--- src/rtl/axis_pkt_rr_arbiter.sv ---
// Packet-granular round-robin arbiter: merges C_NUM_PORTS AXI-Stream requesters
// onto one output and holds each grant from the first beat through TLAST.
module axis_pkt_rr_arbiter #(
  parameter int C_NUM_PORTS   = 4,
  parameter int C_WIDTH_TDATA = 256,
  parameter int C_WIDTH_TKEEP = C_WIDTH_TDATA / 8
) (
  input  logic                               clk_line,
  input  logic                               clk_line_rst,
  input  logic [C_NUM_PORTS-1:0]             in_TVALID,
  output logic [C_NUM_PORTS-1:0]             in_TREADY,
  input  logic [C_NUM_PORTS*C_WIDTH_TDATA-1:0] in_TDATA,
  input  logic [C_NUM_PORTS*C_WIDTH_TKEEP-1:0] in_TKEEP,
  input  logic [C_NUM_PORTS-1:0]             in_TLAST,
  input  logic [C_NUM_PORTS-1:0]             port_enable,
  output logic                               out_TVALID,
  input  logic                               out_TREADY,
  output logic [C_WIDTH_TDATA-1:0]           out_TDATA,
  output logic [C_WIDTH_TKEEP-1:0]           out_TKEEP,
  output logic                               out_TLAST,
  output logic                               grant_valid,
  output logic [2:0]                         grant_idx,
  output logic [31:0]                        pkt_count
);

  typedef enum logic {S_IDLE, S_GRANT} state_t;

  state_t      state_q;
  logic [2:0]  grant_idx_q;
  logic [2:0]  last_idx_q;
  logic [31:0] pkt_count_q;
  logic [31:0] pkt_count_d;

  logic [C_NUM_PORTS-1:0]   elig;
  logic                     pick_found;
  logic [2:0]               pick_idx;
  logic                     sel_vld;
  logic [C_WIDTH_TDATA-1:0] sel_data;
  logic [C_WIDTH_TKEEP-1:0] sel_keep;
  logic                     sel_last;
  logic                     granted;
  logic                     release_pkt;

  function automatic logic [3:0] wrap_add(input logic [2:0] base, input int unsigned k);
    logic [3:0] s;
    s = {1'b0, base} + 4'(k);
    if (s >= 4'(C_NUM_PORTS)) s = s - 4'(C_NUM_PORTS);
    return s;
  endfunction

  assign elig = in_TVALID & port_enable;

  // Scan from farthest to nearest so the nearest eligible port after last_idx wins.
  always_comb begin
    pick_found = 1'b0;
    pick_idx   = last_idx_q;
    for (int k = C_NUM_PORTS; k >= 1; k--) begin
      for (int j = 0; j < C_NUM_PORTS; j++) begin
        if (wrap_add(last_idx_q, k) == 4'(j) && elig[j]) begin
          pick_found = 1'b1;
          pick_idx   = 3'(j);
        end
      end
    end
  end

  always_comb begin
    sel_vld  = 1'b0;
    sel_data = '0;
    sel_keep = '0;
    sel_last = 1'b0;
    for (int j = 0; j < C_NUM_PORTS; j++) begin
      if (grant_idx_q == 3'(j)) begin
        sel_vld  = in_TVALID[j];
        sel_data = in_TDATA[j*C_WIDTH_TDATA +: C_WIDTH_TDATA];
        sel_keep = in_TKEEP[j*C_WIDTH_TKEEP +: C_WIDTH_TKEEP];
        sel_last = in_TLAST[j];
      end
    end
  end

  assign granted    = (state_q == S_GRANT);
  assign out_TVALID = granted & sel_vld;
  assign out_TDATA  = granted ? sel_data : '0;
  assign out_TKEEP  = granted ? sel_keep : '0;
  assign out_TLAST  = granted & sel_last;

  always_comb begin
    in_TREADY = '0;
    for (int j = 0; j < C_NUM_PORTS; j++) begin
      in_TREADY[j] = granted && (grant_idx_q == 3'(j)) && out_TREADY;
    end
  end

  assign release_pkt = out_TVALID & out_TREADY & out_TLAST;
  assign pkt_count_d = pkt_count_q + 32'd1;

  always_ff @(posedge clk_line) begin
    if (clk_line_rst) begin
      state_q     <= S_IDLE;
      grant_idx_q <= 3'd0;
      last_idx_q  <= 3'(C_NUM_PORTS - 1);
      pkt_count_q <= 32'd0;
    end else begin
      case (state_q)
        S_IDLE: begin
          if (pick_found) begin
            grant_idx_q <= pick_idx;
            state_q     <= S_GRANT;
          end
        end
        S_GRANT: begin
          if (release_pkt) begin
            last_idx_q  <= grant_idx_q;
            pkt_count_q <= pkt_count_d;
            state_q     <= S_IDLE;
          end
        end
        default: state_q <= S_IDLE;
      endcase
    end
  end

  assign grant_valid = granted;
  assign grant_idx   = grant_idx_q;
  assign pkt_count   = pkt_count_q;

endmodule

--- config.mk ---
export PLATFORM = sky130hd
export DESIGN_NAME = axis_pkt_rr_arbiter
export DESIGN_NICKNAME = d
export VERILOG_FILES = /design/src/rtl/axis_pkt_rr_arbiter.sv
export SDC_FILE = /design/constraint.sdc
export NUM_CORES = 1
export LEC_CHECK = 0
export CORE_AREA = 2 2 585 587
export CTS_CLUSTER_SIZE = 40
export DETAILED_ROUTE_END_ITERATION = 6
export DIE_AREA = 0 0 587 589
export MAX_ROUTING_LAYER = met4
export PLACE_DENSITY = 0.3
export SYNTH_ARGS = -nofsm -noshare
export SYNTH_HDL_FRONTEND = slang
export SYNTH_SLANG_ARGS = --single-unit
--- constraint.sdc ---
create_clock -name clk_line -period 2.94 [get_ports clk_line]
set_input_delay 0.882 -clock clk_line [delete_from_list [all_inputs] [get_ports clk_line]]
set_output_delay 0.882 -clock clk_line [all_outputs]
set_load 0.02 [all_outputs]
Word-level counts from Yosys, hierarchy flattened
Cells that the tools add are included.
{"block": "totals", "regBits": 39, "in_bits": 1167, "wordCells": 126, "out_inout_bits": 330}
{"block": "op_classes", "n_bitwise": 6, "n_lt_le_gt_ge": 4, "n_eq_ne": 15, "n_reduce_logical": 31, "add_sub_neg": 9, "mux": 57}
{"op": "256-bit 2-to-1 mux", "count": 5}
{"op": "32-bit 2-to-1 mux", "count": 5}
{"op": "3-bit 2-to-1 mux", "count": 16}
{"op": "32-bit by 1-bit adder with 32-bit output, second input constant", "count": 1}
{"op": "4-bit by 2-bit == test with 1-bit output, second input constant", "count": 8}
{"op": "1-bit 2-to-1 mux", "count": 26}
{"op": "1-bit logical AND", "count": 24}
{"op": "4-bit by 1-bit == test with 1-bit output, second input constant", "count": 4}
{"op": "4-bit by 3-bit >= comparator with 1-bit output, second input constant", "count": 4}
{"op": "4-bit zero test", "count": 4}
{"op": "4-bit 2-to-1 mux", "count": 4}
{"op": "4-bit by 3-bit subtractor with 4-bit output, second input constant", "count": 4}
{"op": "3-bit by 2-bit adder with 4-bit output, second input constant", "count": 2}
{"op": "3-bit by 2-bit == test with 1-bit output, second input constant", "count": 2}
{"op": "3-bit by 1-bit adder with 4-bit output, second input constant", "count": 1}
{"op": "3-bit by 3-bit adder with 4-bit output, second input constant", "count": 1}
{"op": "1-bit AND", "count": 4}
{"op": "4-bit AND", "count": 1}
{"op": "2-bit AND reduction", "count": 2}
{"op": "3-bit by 1-bit == test with 1-bit output, second input constant", "count": 1}
{"op": "3-bit zero test", "count": 1}
{"op": "1-bit case mux with 2 select lines", "count": 1}
{"op": "1-bit inverter", "count": 1}

Depth between registers and ports, before layout
{"block": "depth", "depth_word": 23, "ltp_mapped": 12, "mapped_depth_nobuf": 10}

Least setup slack after synthesis
OpenSTA, ideal clock, no wires.
{"block": "synth_path", "path_type": "reg2out", "startpoint": "reg grant_idx_q[1] (netlist: grant_idx[1])", "endpoint": "out in_TREADY[2]", "required_ps": 2058, "t_arrival_ps": 2014, "stages_incl_launch_ff": 5, "slack_ps": 44, "cell_sequence": "dfxtp_1 buf_2 buf_1 clkbuf_1 nor4b_1"}
{"block": "synth_between", "elab_chain_len": 3}
{"element": "start: declaration", "line": "29", "text": "logic [2:0] grant_idx_q;"}
{"element": "start signal: assignment", "line": "108", "text": "grant_idx_q <= pick_idx;"}
{"element": "3-bit by 2-bit == test with 1-bit output", "line": "91", "text": "in_TREADY[j] = granted && (grant_idx_q == 3'(j)) && out_TREADY;"}
{"element": "1-bit logical AND (2 in a row)", "line": "91"}
{"element": "end: declaration", "line": "11", "text": "output logic [C_NUM_PORTS-1:0] in_TREADY,"}
No other way between the ends.

Final worst setup path
{"block": "layout_path", "startpoint": "in in_TDATA[125]", "endpoint": "out out_TDATA[125]"}
{"block": "layout_between", "elab_chain_len": 5}
{"element": "start: declaration", "line": "12", "text": "input logic [C_NUM_PORTS*C_WIDTH_TDATA-1:0] in_TDATA,"}
{"element": "256-bit 2-to-1 mux (4 in a row)", "line": "73", "text": "if (grant_idx_q == 3'(j)) begin"}
{"element": "256-bit 2-to-1 mux", "line": "84", "text": "assign out_TDATA = granted ? sel_data : '0;"}
{"element": "end: declaration", "line": "18", "text": "output logic [C_WIDTH_TDATA-1:0] out_TDATA,"}
No other way between the ends.

==> flow_metrics.tcl <==
set metrics [dict create \
    outcome "finished, violations left" \
    failed_checks "negative setup slack" \
    drv_slew 0 \
    global_route.overflow_total 0 \
    top_usage_layer "met2" \
    crit_path_slowest_cell "clkdlybuf4s50_1" \
    period_share_pct 112 \
    placementRows 214 \
    fin_crit_ps 3290 \
    clk_transition_reported_paths_ps 70 \
    min_delay_worst_type "register to register" \
    number_of_unique_standard_cell_types_used_by_synthesis 57 \
    setup_slack_ps -351 \
    p_leak_nw 13.9 \
    timing.max_slew.rel_slack_pct 53.7 \
    globalRouteMet2Util_pct 26.6 \
    max_freq_mhz 304 \
    detailed_route_wl_um 292000 \
    start_util_pct 3.15 \
    finish.utilization_pct 11.8 \
    synth.net_count 2777 \
    cell_count_after_synthesis 1604 \
    worst-r2r-setup-slack_ps 340 \
    remaining_drc_errors 0 \
    die_x_um 587 \
    critPathCaptureType "output pin" \
    post_route_cells_drive_above_1_share_pct 38.7 \
    cts_inserted_buffers 5 \
    cts-htree-levels 2 \
    routed_via_density 2.80 \
    drt_iter0_drc 1318 \
    crit_buf_inv 3 \
    routedWlPerCell_um 35.8 \
    globalRouteMet3Util_pct 5.56 \
    ys.warnings.count 0 \
    synth_flop_cell "dfxtp_1" \
    worst_pin_slew_ps 677 \
    clock_skew_ps 8.19 \
    clock_sink_count 39 \
    detailroute.via_count 22800 \
    power_per_cell_area_nw_per_um2 474 \
    fillCellCount 39200 \
    drt_pass1_iterations 5 \
    cts_tree "built" \
    number_of_antenna_violations_at_the_first_check_in_global_routing 288 \
    critPathRequiredTime_ps 2060 \
    setup_repair_after_global_routing_missed_its_margin "yes" \
    fp.dieArea_um2 346000 \
    clockBufferDepth 2 \
    crit_top_cell "buf_4" \
    avgSynthCellArea_um2 6.65 \
    ios 1497 \
    async_flop_share_pct 0 \
    critical_path_s_largest_stage_delay_ps 590 \
    place.detailed.hpwl_um 262000 \
    gr_util_met1_pct 20.5 \
    synthesized_flop_and_latch_total 39 \
    hold_viol 0 \
    final_net_count 4646 \
    final_setup_vio_count 286 \
    timing.critical_path.fanout_max 1 \
    synth_enable_flop_cells 0 \
    number_of_global_route_vias_before_repair 23100 \
    clkLatencyLatePin_ps 300 \
    groute.usage.overall_pct 16.6 \
    dieHeight_um 589 \
    worstPathCellList "clkdlybuf4s50_1 > mux2_2 > o22ai_1 > buf_4 > nor2_2 > buf_4" \
    area.growth.synth_to_final_pct 274 \
    clockRootBuffer "clkbuf_16" \
    synth.cell_area_um2 10700 \
    yosysSeqAreaShare_pct 7.32 \
    cp_data_arrival_time_ps 2410 \
    max_capacitance_violation_count 0 \
    route.antenna.remaining_nets 0 \
    grt_pass1_wl_um 344000 \
    worst_path_dominant_cell_family "buffers and inverters" \
    criticalPathCategory "primary input to output pin" \
    fin_total_pwr_mw 18.9 \
    max_ir_drop_vdd_uv 241 \
    gp_routability_congestion 1.01 \
    startpoint_type_of_the_worst_setup_path "primary input" \
    placeable_core_region_um2 339000 \
    io_buffers 1496 \
    grt_max_degree 42 \
]
-- per-layer routing --
metal | part of all wire, % | up-vias
met5 | 0 | -
met4 | 2.1 | 0
met3 | 9.1 | 293
met2 | 46 | 1459
met1 | 43 | 11100
li1 | - | 9981
-- worst register-to-register path, cell delays in order, from the launching register on --
cell	delay [ps]
dfxtp_1	470
nor2_1	110
xnor2_1	200
ha_1	300
a2111oi_0	540
buf_4	210
a32o_1	120
a21oi_1	50
o311ai_1	330
mux2i_1	150
-- repair_timing --
item	CTS	global route
resized for setup	610	409
endpoints found under the setup margin	296	298
cloned	22	4
pin swaps	34	38
hold buffers	0	0
setup buffers	52	25
-- placed cells by master, fill, tap and decap left out, types with 12 or more instances in the layout --
cell             synthesis  routed
clkdlybuf4s15_2          0      12
dlygate4sd2_1            0      56
o21ai_2                  0      24
diode_2                  0     139
o21ai_1                  1      42
buf_4                    1     425
nor2_4                   0      39
mux2_2                 288     248
buf_6                    3      94
buf_8                    0      21
nor2_1                 324     244
clkdlybuf4s50_1          0    1165
buf_16                   0      33
dfxtp_1                 39      36
o22ai_4                  0      29
nor2_2                   0      41
nand2_1                 22      22
o22ai_2                  0      82
xnor2_1                 19      19
nand3_1                 12      12
buf_12                   0     192
inv_1                   13      13
o22ai_1                288     177
o21ai_0                300     231
mux2_4                   0      40
-- path summary, 6_finish.rpt --
| kind | from | end | depth (start not counted) |
|---|---|---|---|
| setup / recovery | in_TDATA[125] | out_TDATA[125] | 6 |
| hold / removal | pkt_count[31]$_SDFFE_PP0P_ | pkt_count[31]$_SDFFE_PP0P_ | 2 |
| setup reg to reg | last_idx_q[1]$_SDFFE_PP1P_ | grant_idx[0]$_SDFFE_PP0P_ | 9 |
| hold reg to reg | pkt_count[31]$_SDFFE_PP0P_ | pkt_count[31]$_SDFFE_PP0P_ | 2 |
-- logic make-up (layout without fill, tap and decap cells) --
logic type | Yosys count | count (layout) | share of synthesized area (%)
AOI/OAI and AO/OA | 626 | 626 | 33.6
and+or+nand+nor | 425 | 425 | 18.1
muxes | 293 | 293 | 31.1
buffers and inverters | 188 | 2058 | 6.93
DFF | 39 | 39 | 7.32
xor gates and xnor gates | 27 | 27 | 2.22
adders and majority gates | 6 | 6 | 0.704
other | 0 | 139 | 0
-- through the flow --
step / area (µm²) / std cells / setup WS [ps] / setup TNS [ps] / hold slack, ps
floorplan: 10700 / 1604 / 44.3 / 0 / 517
global placement: 35700 / 7913 / -998 / -87670 / 509
detailed placement: 35700 / 7913 / -970 / -86320 / 518
CTS: 38300 / 7992 / -414 / -79430 / 536
global route: 39800 / 8139 / -394 / -72500 / 564
finish: 39800 / 8149 / -351 / -47130 / 530
-- final cells by class --
type                       instances  area (µm²)  share of cell area [%]
timing repair buffer            2037       22100                    55.4
antenna                          139         348                   0.873
sequential                        39         790                    1.98
multi-input combinational       1377       10800                    27.0
inverter                          13        48.8                   0.122
tap                             4536        5680                    14.2
clock buffer                       8         156                   0.393
-- cells in the mapped netlist (5+ instances only) --
cell type  number  area (µm²)
and2_1          7        43.8
a21oi_1        10        50.1
buf_1          34         128
nand3_1        12        60.1
mux2_2        288        3240
clkbuf_1      131         492
nor2_1        324        1220
o21ai_0       300        1500
nand2_1        22        82.6
o22ai_1       288        1800
o211ai_1        5        37.5
xor2_1          8        70.1
and3_1          6        37.5
nor3_2          8        80.1
inv_1          13        48.8
dfxtp_1        39         781
buf_2           6        30.0
nand4_1         5        31.3
ha_1            6        75.1
nor3_1          6        30.0
xnor2_1        19         166
or3_1           7        43.8
-- report_power, final --
part	leakage (nW)	switching, mW	internal (mW)
clock network	0.0781	0.256	0.363
registers	0.317	0.0148	0.544
logic	13.5	9.40	8.31
total	13.9	9.67	9.22
-- state kept, by name, summed over array words and instances (netlist names) --
signal and flops:
last_idx_q 3, grant_idx 3, grant_valid 1, pkt_count 32
Power figures use the tool's default switching activity.
